--- src/rtl/terminal_scroll_controller_if.sv ---
// Request and grid-write bundle between the input buffer, the scroll controller
// and the character-grid RAM.
interface terminal_scroll_controller_if #(
    parameter int SCREEN_WIDTH  = 76,
    parameter int SCREEN_HEIGHT = 44
);
    localparam int AW = $clog2(SCREEN_WIDTH * SCREEN_HEIGHT);
    localparam int CW = $clog2(SCREEN_WIDTH);
    localparam int RW = $clog2(SCREEN_HEIGHT);

    logic          char_valid_in;
    logic [7:0]    char_in;
    logic          enter_in;
    logic          bksp_in;
    logic          new_frame_in;
    logic          ready_out;
    logic          tg_we;
    logic [AW-1:0] tg_addr;
    logic [7:0]    tg_input;
    logic [CW-1:0] cursor_col_out;
    logic [RW-1:0] cursor_row_out;
    logic [RW-1:0] scroll_row_out;
    logic          cursor_on_out;

    modport master (
        output char_valid_in, char_in, enter_in, bksp_in, new_frame_in,
        input  ready_out, tg_we, tg_addr, tg_input,
        input  cursor_col_out, cursor_row_out, scroll_row_out, cursor_on_out
    );

    modport slave (
        input  char_valid_in, char_in, enter_in, bksp_in, new_frame_in,
        output ready_out, tg_we, tg_addr, tg_input,
        output cursor_col_out, cursor_row_out, scroll_row_out, cursor_on_out
    );
endinterface

--- src/rtl/terminal_scroll_controller.sv ---
// Turns character/enter/backspace events into character-grid RAM writes, with
// line wrap, circular-offset hardware scroll, row/screen clearing and cursor blink.
module terminal_scroll_controller #(
    parameter int         SCREEN_WIDTH   = 76,
    parameter int         SCREEN_HEIGHT  = 44,
    parameter logic [7:0] BLANK_CHAR     = 8'h20,
    parameter bit         CLEAR_ON_RESET = 1'b1,
    parameter int         BLINK_FRAMES   = 30
) (
    input logic                         clk_in,
    input logic                         rst_n_in,
    terminal_scroll_controller_if.slave bus
);
    localparam int W     = SCREEN_WIDTH;
    localparam int H     = SCREEN_HEIGHT;
    localparam int CELLS = W * H;
    localparam int AW    = $clog2(CELLS);
    localparam int CW    = $clog2(W);
    localparam int RW    = $clog2(H);
    localparam int BW    = $clog2(BLINK_FRAMES + 1);
    localparam logic [RW:0] H_EXT = (RW+1)'(H);

    typedef enum logic [1:0] {S_CLEAR_ALL, S_IDLE, S_CLEAR_ROW} state_t;

    state_t        state_q;
    logic [CW-1:0] col_q, clr_col_q;
    logic [RW-1:0] row_q, scroll_q;
    logic [AW-1:0] clr_addr_q, addr_q;
    logic [7:0]    data_q;
    logic          we_q, cursor_on_q;
    logic [BW-1:0] blink_q;

    logic          ready, acc_enter, acc_bksp, acc_char, accepted;
    logic          at_last_col, at_last_row, do_scroll;
    logic [RW-1:0] scroll_d;

    // Logical-to-physical row mapping: one conditional subtract replaces the modulo.
    function automatic logic [RW-1:0] phys_row(input logic [RW-1:0] lrow, input logic [RW-1:0] scroll);
        logic [RW:0] sum;
        sum = {1'b0, lrow} + {1'b0, scroll};
        if (sum >= H_EXT) sum = sum - H_EXT;
        return sum[RW-1:0];
    endfunction

    function automatic logic [AW-1:0] cell_addr(input logic [RW-1:0] prow, input logic [CW-1:0] col);
        return AW'(prow) * AW'(W) + AW'(col);
    endfunction

    assign ready       = (state_q == S_IDLE);
    assign acc_enter   = ready & bus.enter_in;
    assign acc_bksp    = ready & ~bus.enter_in & bus.bksp_in;
    assign acc_char    = ready & ~bus.enter_in & ~bus.bksp_in & bus.char_valid_in;
    assign accepted    = acc_enter | acc_bksp | acc_char;
    assign at_last_col = (col_q == CW'(W - 1));
    assign at_last_row = (row_q == RW'(H - 1));
    assign do_scroll   = (acc_enter | (acc_char & at_last_col)) & at_last_row;
    assign scroll_d    = (scroll_q == RW'(H - 1)) ? '0 : scroll_q + 1'b1;

    always_ff @(posedge clk_in or negedge rst_n_in) begin
        if (!rst_n_in) begin
            state_q     <= CLEAR_ON_RESET ? S_CLEAR_ALL : S_IDLE;
            col_q       <= '0;
            row_q       <= '0;
            scroll_q    <= '0;
            clr_col_q   <= '0;
            clr_addr_q  <= '0;
            addr_q      <= '0;
            data_q      <= BLANK_CHAR;
            we_q        <= 1'b0;
            cursor_on_q <= 1'b1;
            blink_q     <= '0;
        end else begin
            we_q <= 1'b0;

            if (accepted) begin
                cursor_on_q <= 1'b1;
                blink_q     <= '0;
            end else if (bus.new_frame_in) begin
                if (blink_q == BW'(BLINK_FRAMES - 1)) begin
                    cursor_on_q <= ~cursor_on_q;
                    blink_q     <= '0;
                end else begin
                    blink_q <= blink_q + 1'b1;
                end
            end

            case (state_q)
                S_CLEAR_ALL: begin
                    we_q       <= 1'b1;
                    addr_q     <= clr_addr_q;
                    data_q     <= BLANK_CHAR;
                    clr_addr_q <= clr_addr_q + 1'b1;
                    if (clr_addr_q == AW'(CELLS - 1)) state_q <= S_IDLE;
                end
                S_CLEAR_ROW: begin
                    we_q       <= 1'b1;
                    addr_q     <= clr_addr_q;
                    data_q     <= BLANK_CHAR;
                    clr_addr_q <= clr_addr_q + 1'b1;
                    clr_col_q  <= clr_col_q + 1'b1;
                    if (clr_col_q == CW'(W - 1)) state_q <= S_IDLE;
                end
                S_IDLE: begin
                    if (acc_enter) begin
                        col_q <= '0;
                        if (!at_last_row) row_q <= row_q + 1'b1;
                    end else if (acc_bksp) begin
                        if (col_q != '0) begin
                            col_q  <= col_q - 1'b1;
                            we_q   <= 1'b1;
                            addr_q <= cell_addr(phys_row(row_q, scroll_q), col_q - 1'b1);
                            data_q <= BLANK_CHAR;
                        end else if (row_q != '0) begin
                            row_q  <= row_q - 1'b1;
                            col_q  <= CW'(W - 1);
                            we_q   <= 1'b1;
                            addr_q <= cell_addr(phys_row(row_q - 1'b1, scroll_q), CW'(W - 1));
                            data_q <= BLANK_CHAR;
                        end
                    end else if (acc_char) begin
                        we_q   <= 1'b1;
                        addr_q <= cell_addr(phys_row(row_q, scroll_q), col_q);
                        data_q <= bus.char_in;
                        if (!at_last_col) begin
                            col_q <= col_q + 1'b1;
                        end else begin
                            col_q <= '0;
                            if (!at_last_row) row_q <= row_q + 1'b1;
                        end
                    end
                    // The row leaving the top becomes the new bottom row and is blanked.
                    if (do_scroll) begin
                        state_q    <= S_CLEAR_ROW;
                        scroll_q   <= scroll_d;
                        clr_addr_q <= cell_addr(scroll_q, '0);
                        clr_col_q  <= '0;
                    end
                end
                default: state_q <= S_IDLE;
            endcase
        end
    end

    assign bus.ready_out      = ready;
    assign bus.tg_we          = we_q;
    assign bus.tg_addr        = addr_q;
    assign bus.tg_input       = data_q;
    assign bus.cursor_col_out = col_q;
    assign bus.cursor_row_out = row_q;
    assign bus.scroll_row_out = scroll_q;
    assign bus.cursor_on_out  = cursor_on_q;
endmodule

--- src/flat_wrapper.sv ---
// flat-port wrapper written by rule: the top's interface ports become plain ports
module terminal_scroll_controller_flat 
#(
    parameter int         SCREEN_WIDTH   = 76,
    parameter int         SCREEN_HEIGHT  = 44,
    parameter logic [7:0] BLANK_CHAR     = 8'h20,
    parameter bit         CLEAR_ON_RESET = 1'b1,
    parameter int         BLINK_FRAMES   = 30
)
  (clk_in, rst_n_in, bus_char_valid_in, bus_char_in, bus_enter_in, bus_bksp_in, bus_new_frame_in, bus_ready_out, bus_tg_we, bus_tg_addr, bus_tg_input, bus_cursor_col_out, bus_cursor_row_out, bus_scroll_row_out, bus_cursor_on_out);
  terminal_scroll_controller_if #(.SCREEN_WIDTH(SCREEN_WIDTH), .SCREEN_HEIGHT(SCREEN_HEIGHT)) bus_i ();
  input logic clk_in;
  input logic rst_n_in;
  input wire logic [$bits(bus_i.char_valid_in)-1:0] bus_char_valid_in;
  input wire logic [$bits(bus_i.char_in)-1:0] bus_char_in;
  input wire logic [$bits(bus_i.enter_in)-1:0] bus_enter_in;
  input wire logic [$bits(bus_i.bksp_in)-1:0] bus_bksp_in;
  input wire logic [$bits(bus_i.new_frame_in)-1:0] bus_new_frame_in;
  output wire logic [$bits(bus_i.ready_out)-1:0] bus_ready_out;
  output wire logic [$bits(bus_i.tg_we)-1:0] bus_tg_we;
  output wire logic [$bits(bus_i.tg_addr)-1:0] bus_tg_addr;
  output wire logic [$bits(bus_i.tg_input)-1:0] bus_tg_input;
  output wire logic [$bits(bus_i.cursor_col_out)-1:0] bus_cursor_col_out;
  output wire logic [$bits(bus_i.cursor_row_out)-1:0] bus_cursor_row_out;
  output wire logic [$bits(bus_i.scroll_row_out)-1:0] bus_scroll_row_out;
  output wire logic [$bits(bus_i.cursor_on_out)-1:0] bus_cursor_on_out;
  assign bus_i.char_valid_in = bus_char_valid_in;
  assign bus_i.char_in = bus_char_in;
  assign bus_i.enter_in = bus_enter_in;
  assign bus_i.bksp_in = bus_bksp_in;
  assign bus_i.new_frame_in = bus_new_frame_in;
  assign bus_ready_out = bus_i.ready_out;
  assign bus_tg_we = bus_i.tg_we;
  assign bus_tg_addr = bus_i.tg_addr;
  assign bus_tg_input = bus_i.tg_input;
  assign bus_cursor_col_out = bus_i.cursor_col_out;
  assign bus_cursor_row_out = bus_i.cursor_row_out;
  assign bus_scroll_row_out = bus_i.scroll_row_out;
  assign bus_cursor_on_out = bus_i.cursor_on_out;
  terminal_scroll_controller #(.SCREEN_WIDTH(SCREEN_WIDTH), .SCREEN_HEIGHT(SCREEN_HEIGHT), .BLANK_CHAR(BLANK_CHAR), .CLEAR_ON_RESET(CLEAR_ON_RESET), .BLINK_FRAMES(BLINK_FRAMES)) u_core (.clk_in(clk_in), .rst_n_in(rst_n_in), .bus(bus_i));
endmodule
--- config.mk ---
export PLATFORM = sky130hd
export DESIGN_NAME = terminal_scroll_controller_flat
export DESIGN_NICKNAME = d
export VERILOG_FILES = /design/src/rtl/terminal_scroll_controller_if.sv /design/src/rtl/terminal_scroll_controller.sv /design/src/flat_wrapper.sv
export SDC_FILE = /design/constraint.sdc
export NUM_CORES = 1
export LEC_CHECK = 0
export ABC_AREA = 1
export BUFFER_PORTS_ARGS = -buffer_cell sky130_fd_sc_hd__buf_2
export CAP_MARGIN = 20
export CELL_PAD_IN_SITES_DETAIL_PLACEMENT = 0
export CELL_PAD_IN_SITES_GLOBAL_PLACEMENT = 2
export CORE_MARGIN = 2
export CORE_UTILIZATION = 35
export DETAILED_ROUTE_END_ITERATION = 8
export GPL_TIMING_DRIVEN = 0
export PLACE_DENSITY_LB_ADDON = 0.1
export SLEW_MARGIN = 20
export SYNTH_ARGS = -nofsm -noshare
export SYNTH_HDL_FRONTEND = slang
export SYNTH_SLANG_ARGS = --single-unit
--- constraint.sdc ---
create_clock -name clk_in -period 6.3 [get_ports clk_in]
set_input_delay 0.63 -clock clk_in [delete_from_list [all_inputs] [get_ports clk_in]]
set_output_delay 0.63 -clock clk_in [all_outputs]
set_load 0.01 [all_outputs]
==> results.md, run 1 <==
* Clk_skew at 0.005513 ns
* Largest net degree at the start of global routing at 51
* Syn nets at 1061
* Max_slew headroom at 44.39%
* Starting DRT DRC Count at 322
* Port buffer count at 55
* Max_cap viols at 0
* Part of the cycle the worst path needs at 88.81%
* Area Overhead vs Synth at 13.67%
* GR Overflow Total at 0
* Share of cells above drive strength 1 at 9.873%
* Core Box Area at 0.01877 sq mm
* Htree depth at 3
* Deepest clock path buffer count at 2
* Critical path class: reg2reg
* Slew Limit Fails at 0
* Worst Tran Pin Value at 0.8311 ns
* Slowest Stage Delay on Critical Path at 0.47 ns
* Largest family of logic cells by synthesized area: simple AND/OR/NAND/NOR gates
* RSZ-0062 raised after global routing: no
* Post-CTS Resized at 0
* DIE AREA at 0.02032 sq mm
* Status: finished clean
* Compound-Gate Fraction of Synth Area at 13.80%
* Clk sink count at 67
* Diode count at 0
* Commonest non-fill, non-tap cell in the layout: nand2_1
* Crit Path Max Fanout at 8
* Avg Cell Area, Syn at 7.065 sq um
* Clock Latency Late Sink at 0.33 ns
* DR DRC count at 0
* Worst-path clk slew at 0.06 ns
* Synthesis Warnings at 0
* Vias per cell at 5.061
* Die H at 142.6 microns
* Async set-reset flop share out of synthesis at 100.0%
* Max frequency at 178.7 MHz
* Buf/Inv on CP at 8
* Startpoint types: flop
* Row count at 50
* Die X at 142.6 microns
* Vias in the first global route at 6061
* Synth Instances at 951
* CP endpoint kind: flop
* CTS buffer count at 9
* Final setup TNS at 0 ns
* CTS tree: yes
* Top delay family on crit path: simple AND/OR/NAND/NOR gates
* Average wire per standard cell at 15.86 microns
* Worst EP required at 6.52 ns
* Hold_buf cts at 0
* I/O pin cnt at 56
* Final hold viol count at 0
* Post-synthesis cell type count at 47
* Ys flop type: dfrtp_1
* Post-DRT Antenna Nets at 0
* Crit-path slowest cell: fa_1
* Root Driver: clkbuf_16
* Final WL at 19.93 mm
* Mux cell area share after synthesis at 0%
* DP Wirelength at 15.93 mm
* Fill cells at 2072
* CP arrival at 5.82 ns
* Final setup viols at 0
* Seq/Total Area, Yosys at 24.99%
* Initial core utilization at 35.80%
* Clock period minus worst slack at 5.595 ns
* Xor-xnor portion of the synthesized cell area at 4.823%
* First-pass GRT wire length at 32.35 mm
* Postcts setup bufs at 0
* Initial antenna violation count at 0
* Overall routing resource usage at 20.29%
* Yosys reg bits at 67
* Most used cell, CP: nand2_1
* Cell Area, Synth at 0.006719 sq mm
* Simple-Gate Fraction of Synth Area at 27.60%
* DR vias at 6362
* Pre-antenna DRT Iters at 4
* Adder-cell share of the synthesized area at 18.99%
* GPL Wtd Cong at 0.7961
* Hold Crit Class: in2async
* Most frequent cells in the layout: nand2_1, inv_1, ha_1
* Nets at 1128
* EDFF count, synth at 0
[per-layer routing]
layer / vias to the layer above / GRT usage, % / share of wire, %
li1: 3295 / - / -
met1: 2955 / 29.80 / 52
met2: 101 / 32.62 / 45
met3: 11 / 2.456 / 2.6
met4: 0 / 2.970 / 0.64
met5: - / 0 / 0
[stage by stage]
stage               cell area (sq um)  hold slack, ns  setup slack, ns  cells  utilization [%]
floorplan                        6719          0.3344            1.605    951                -
global placement                 7287          0.4532           0.6246   1240            38.83
detailed placement               7317          0.4550           0.6822   1241            38.99
CTS                              7637          0.1789           0.6532   1257            40.69
global route                     7637          0.1754           0.1782   1257            40.69
finish                           7637          0.1797           0.7051   1257            40.69
[final cells by class]
| cell class | instances | area, sq um | share of cell area, % |
|---|---|---|---|
| Buffer | 15 | 82.58 | 1.081 |
| Clock buffer | 11 | 242.7 | 3.178 |
| Clock inverter | 5 | 77.57 | 1.016 |
| Inverter | 152 | 575.6 | 7.536 |
| Multi-Input combinational cell | 717 | 4382 | 57.37 |
| Sequential cell | 67 | 1679 | 21.99 |
| Tap cell | 234 | 292.8 | 3.834 |
| Timing Repair Buffer | 56 | 305.3 | 3.997 |
[worst paths after layout]
check | end | start | depth (start not counted) | slack (ns)
max reg2reg | u_core.bus.tg_addr[11]$_DFFE_PN0P_ | u_core.bus.cursor_row_out[2]$_DFFE_PN0P_ | 39 | 0.71
max | u_core.bus.tg_addr[11]$_DFFE_PN0P_ | u_core.bus.cursor_row_out[2]$_DFFE_PN0P_ | 39 | 0.71
min reg2reg | u_core.bus.tg_input[5]$_DFFE_PN1P_ | u_core.bus.tg_input[5]$_DFFE_PN1P_ | 2 | 0.46
max in group asynchronous | u_core.bus.tg_input[5]$_DFFE_PN1P_ | rst_n_in | 2 | 5.54
min in group clk_in | u_core.bus.tg_input[5]$_DFFE_PN1P_ | u_core.bus.tg_input[5]$_DFFE_PN1P_ | 2 | 0.46
min | u_core.blink_q[3]$_DFFE_PN0P_ | rst_n_in | 1 | 0.18
[worst register-to-register path: cells and delay by family (launching register included)]
kind,cells,cell delay [ns]
and+or+nand+nor,24,2.02
AOI/OAI and AO/OA,1,0.46
adders and majority gates,5,1.60
buffers and inverters,8,0.77
DFF,1,0.41
xor gates and xnor gates,1,0.23
[flip-flops by register name, indices dropped and copies added, names as in the netlist]
register and count:
u_core.bus.tg_addr 12, u_core.clr_addr_q 12, u_core.bus.tg_input 8, u_core.bus.cursor_col_out 7, u_core.clr_col_q 7, u_core.bus.cursor_row_out 6, u_core.bus.scroll_row_out 6, u_core.blink_q 5
u_core.state_q 2, u_core.bus.cursor_on_out 1, u_core.bus.tg_we 1
[Yosys cell counts, drive strengths merged, types with 4 or more instances]
cell    count  area (sq um)
nor4        4         25.02
clkbuf      7         26.28
fa         10         200.2
o22ai      14         87.58
a21oi      56         280.3
o21ai      50         250.2
nand4      15         93.84
nand2     236         905.9
dfrtp      65          1627
nor2       60         249.0
a31oi       8         50.05
xnor2       4         35.03
o221ai      4         35.03
buf         8         56.30
xor2       33         289.0
nand3      83         415.4
nand3b      6         45.04
o211ai      8         60.06
or2         5         31.28
nor3       13         75.07
ha         86          1076
inv       152         575.6
[kinds of logic after synthesis]
group	Yosys count
AOI/OAI and AO/OA	160
xor gates and xnor gates	37
adders and majority gates	96
buffers and inverters	167
DFF	67
and+or+nand+nor	424
Power of run 1 is left out: the tool's default activity adds up to more than one toggle a clock period on the data nets, which glitch-free logic cannot reach.
==> run 2: changes to the inputs <==
--- a/config.mk
+++ b/config.mk
@@ -11,10 +11,11 @@
 export CELL_PAD_IN_SITES_DETAIL_PLACEMENT = 0
 export CELL_PAD_IN_SITES_GLOBAL_PLACEMENT = 2
 export CORE_MARGIN = 2
-export CORE_UTILIZATION = 35
+export CORE_UTILIZATION = 38
 export DETAILED_ROUTE_END_ITERATION = 8
 export GPL_TIMING_DRIVEN = 0
 export PLACE_DENSITY_LB_ADDON = 0.1
+export RECOVER_POWER = 25
 export SLEW_MARGIN = 20
 export SYNTH_ARGS = -nofsm -noshare
 export SYNTH_HDL_FRONTEND = slang
==> constraint.sdc (replaced) <==
create_clock -name clk_in -period 6.5 [get_ports clk_in]
set_input_delay 0.65 -clock clk_in [delete_from_list [all_inputs] [get_ports clk_in]]
set_output_delay 0.65 -clock clk_in [all_outputs]
set_load 0.01 [all_outputs]
==> run 2 against run 1 <==
The flow now finishes with violations (max-capacitance violations, max-slew violations). Non-clock buffer count is the same. Cell count shrank 0.72%. Highest routed layer unchanged. Die area shrank 7.7%. Via count grew 0.33%. Final area shrank 0.43%. Global-route usage grew 1.5 points.
==> results.md, run 2 (synthesized netlist as in run 1, its figures left out) <==
* Status: complete, but fails checks
* Failing checks: max-capacitance violations, max-slew violations
* Overall routing resource usage at 21.82% (+1.5 points)
* Core Box Area at 0.01730 sq mm (-7.8%)
* Die H at 137.0 microns (-3.9%)
* GPL Wtd Cong at 0.8269 (+3.9%)
* Clock Latency Late Sink at 0.33 ns (about the same)
* Commonest non-fill, non-tap cell in the layout: nand2_1
* CP endpoint kind: flop
* Final setup viols at 0 (unchanged)
* Vias per cell at 5.115 (+1.1%)
* Part of the cycle the worst path needs at 88.43% (-0.38 points)
* GR Overflow Total at 0 (unchanged)
* DR DRC count at 0 (unchanged)
* Nets at 1128 (unchanged)
* Worst-path clk slew at 0.06 ns (about the same)
* DP Wirelength at 15.83 mm (-0.63%)
* Hold Crit Class: reg2reg
* Pre-antenna DRT Iters at 5 (+1)
* Starting DRT DRC Count at 311 (-3.4%)
* Post-DRT Antenna Nets at 0 (unchanged)
* Port buffer count at 55 (unchanged)
* Max frequency at 174.0 MHz (-2.7%)
* DIE AREA at 0.01876 sq mm (-7.7%)
* CP arrival at 5.97 ns (+0.15 ns)
* I/O pin cnt at 56 (unchanged)
* Critical path class: reg2reg
* Final setup TNS at 0 ns (unchanged)
* Average wire per standard cell at 15.81 microns (-0.27%)
* CTS tree: yes
* Most frequent cells in the layout: nand2_1, inv_1, ha_1
* Root Driver: clkbuf_16
* Initial antenna violation count at 0 (unchanged)
* Startpoint types: flop
* Clk sink count at 67 (unchanged)
* Fill cells at 1867 (-9.9%)
* Max_slew headroom at -35.18% (-80 points)
* Worst Tran Pin Value at 2.028 ns (+1.197 ns)
* Worst EP required at 6.72 ns (+0.20 ns)
* CTS buffer count at 9 (unchanged)
* Postcts setup bufs at 0 (unchanged)
* Max_cap viols at 2 (+2)
* Vias in the first global route at 6053 (-0.13%)
* Crit Path Max Fanout at 8 (unchanged)
* First-pass GRT wire length at 32.03 mm (-0.98%)
* DR vias at 6383 (+0.33%)
* Diode count at 0 (unchanged)
* Slew Limit Fails at 70 (+70)
* Final hold viol count at 0 (unchanged)
* Row count at 48 (-4.0%)
* Htree depth at 3 (unchanged)
* Post-CTS Resized at 0 (unchanged)
* Deepest clock path buffer count at 2 (unchanged)
* Die X at 137.0 microns (-3.9%)
* Final WL at 19.73 mm (-0.99%)
* Clock period minus worst slack at 5.748 ns (+0.1530 ns)
* Share of cells above drive strength 1 at 9.775% (-0.098 points)
* Area Overhead vs Synth at 13.18%
* Largest net degree at the start of global routing at 38 (-25%)
* Clk_skew at 0.007187 ns (+0.001673 ns)
* Initial core utilization at 38.85% (+3.0 points)
* RSZ-0062 raised after global routing: no
* Hold_buf cts at 0 (unchanged)
run 2: cell types whose count changed in the layout (fill, tap and decap cells not counted):
cell        change
clkinv_2        -2
clkbuf_1        +1
clkinv_4        +2
clkbuf_8        -1
clkinvlp_4      +1
inv_6           +1
buf_16          -1
buf_4           -1
run 2: cell type report:
| class | count | area, sq um | share of cell area, % |
|---|---|---|---|
| Clock inverter | 7 | 101.3 | 1.333 |
| Timing Repair Buffer | 56 | 277.8 | 3.653 |
| Tap cell | 225 | 281.5 | 3.702 |
| Inverter | 152 | 575.6 | 7.568 |
| Multi-Input combinational cell | 717 | 4382 | 57.62 |
| Clock buffer | 9 | 225.2 | 2.962 |
| Buffer | 15 | 82.58 | 1.086 |
| Sequential cell | 67 | 1679 | 22.08 |
run 2: final timing paths:
check / startpoint / to / slack (ns) / depth (start not counted)
max in group asynchronous: rst_n_in / u_core.clr_col_q[3]$_DFFE_PN0P_ / 2.98 / 2
max: u_core.bus.scroll_row_out[0]$_DFFE_PN0P_ / u_core.bus.tg_addr[11]$_DFFE_PN0P_ / 0.75 / 26
max reg2reg: u_core.bus.scroll_row_out[0]$_DFFE_PN0P_ / u_core.bus.tg_addr[11]$_DFFE_PN0P_ / 0.75 / 26
min in group asynchronous: rst_n_in / u_core.bus.cursor_col_out[4]$_DFFE_PN0P_ / 0.82 / 1
min: u_core.bus.tg_input[5]$_DFFE_PN1P_ / u_core.bus.tg_input[5]$_DFFE_PN1P_ / 0.46 / 2
min reg2reg: u_core.bus.tg_input[5]$_DFFE_PN1P_ / u_core.bus.tg_input[5]$_DFFE_PN1P_ / 0.46 / 2
run 2: through the flow:
stage                     area (sq um)  cells  util, %  hold slack, ns  setup WS [ns]
after floorplan                   6719    951        -          0.3544          1.805
after global placement            7276   1231    42.06          0.4540         0.7374
after detailed placement          7298   1232    42.19          0.4558         0.7793
after CTS                         7625   1248    44.08          0.2720         0.7470
after global routing              7605   1248    43.97          0.4881         0.3771
final                             7605   1248    43.97          0.4603         0.7521
run 2: worst max-delay path: stages, from the launching register on:
cell,delay [ns]
dfrtp_1,0.61
ha_1,0.28
inv_1,0.06
fa_1,0.40
xnor2_1,0.19
ha_1,0.21
nand2_1,0.07
inv_1,0.03
o21ai_0,0.20
nand2_1,0.13
o21ai_0,0.59
ha_1,0.37
ha_1,0.29
ha_1,0.40
xor2_1,0.22
ha_1,0.33
inv_1,0.06
o2111ai_1,0.39
nand3_1,0.17
inv_1,0.08
nand3_1,0.07
nand3_1,0.12
nand2_1,0.06
inv_1,0.06
nand2_1,0.09
nand2_1,0.09
nand2_1,0.05
run 2: per-layer routing:
metal  part of all wire [%]  track usage (%)
met1                     52            32.46
met2                     44            34.13
met3                    3.1            2.667
met4                   0.81            3.666
met5                      0                0
Power of run 2 is left out for the same reason.
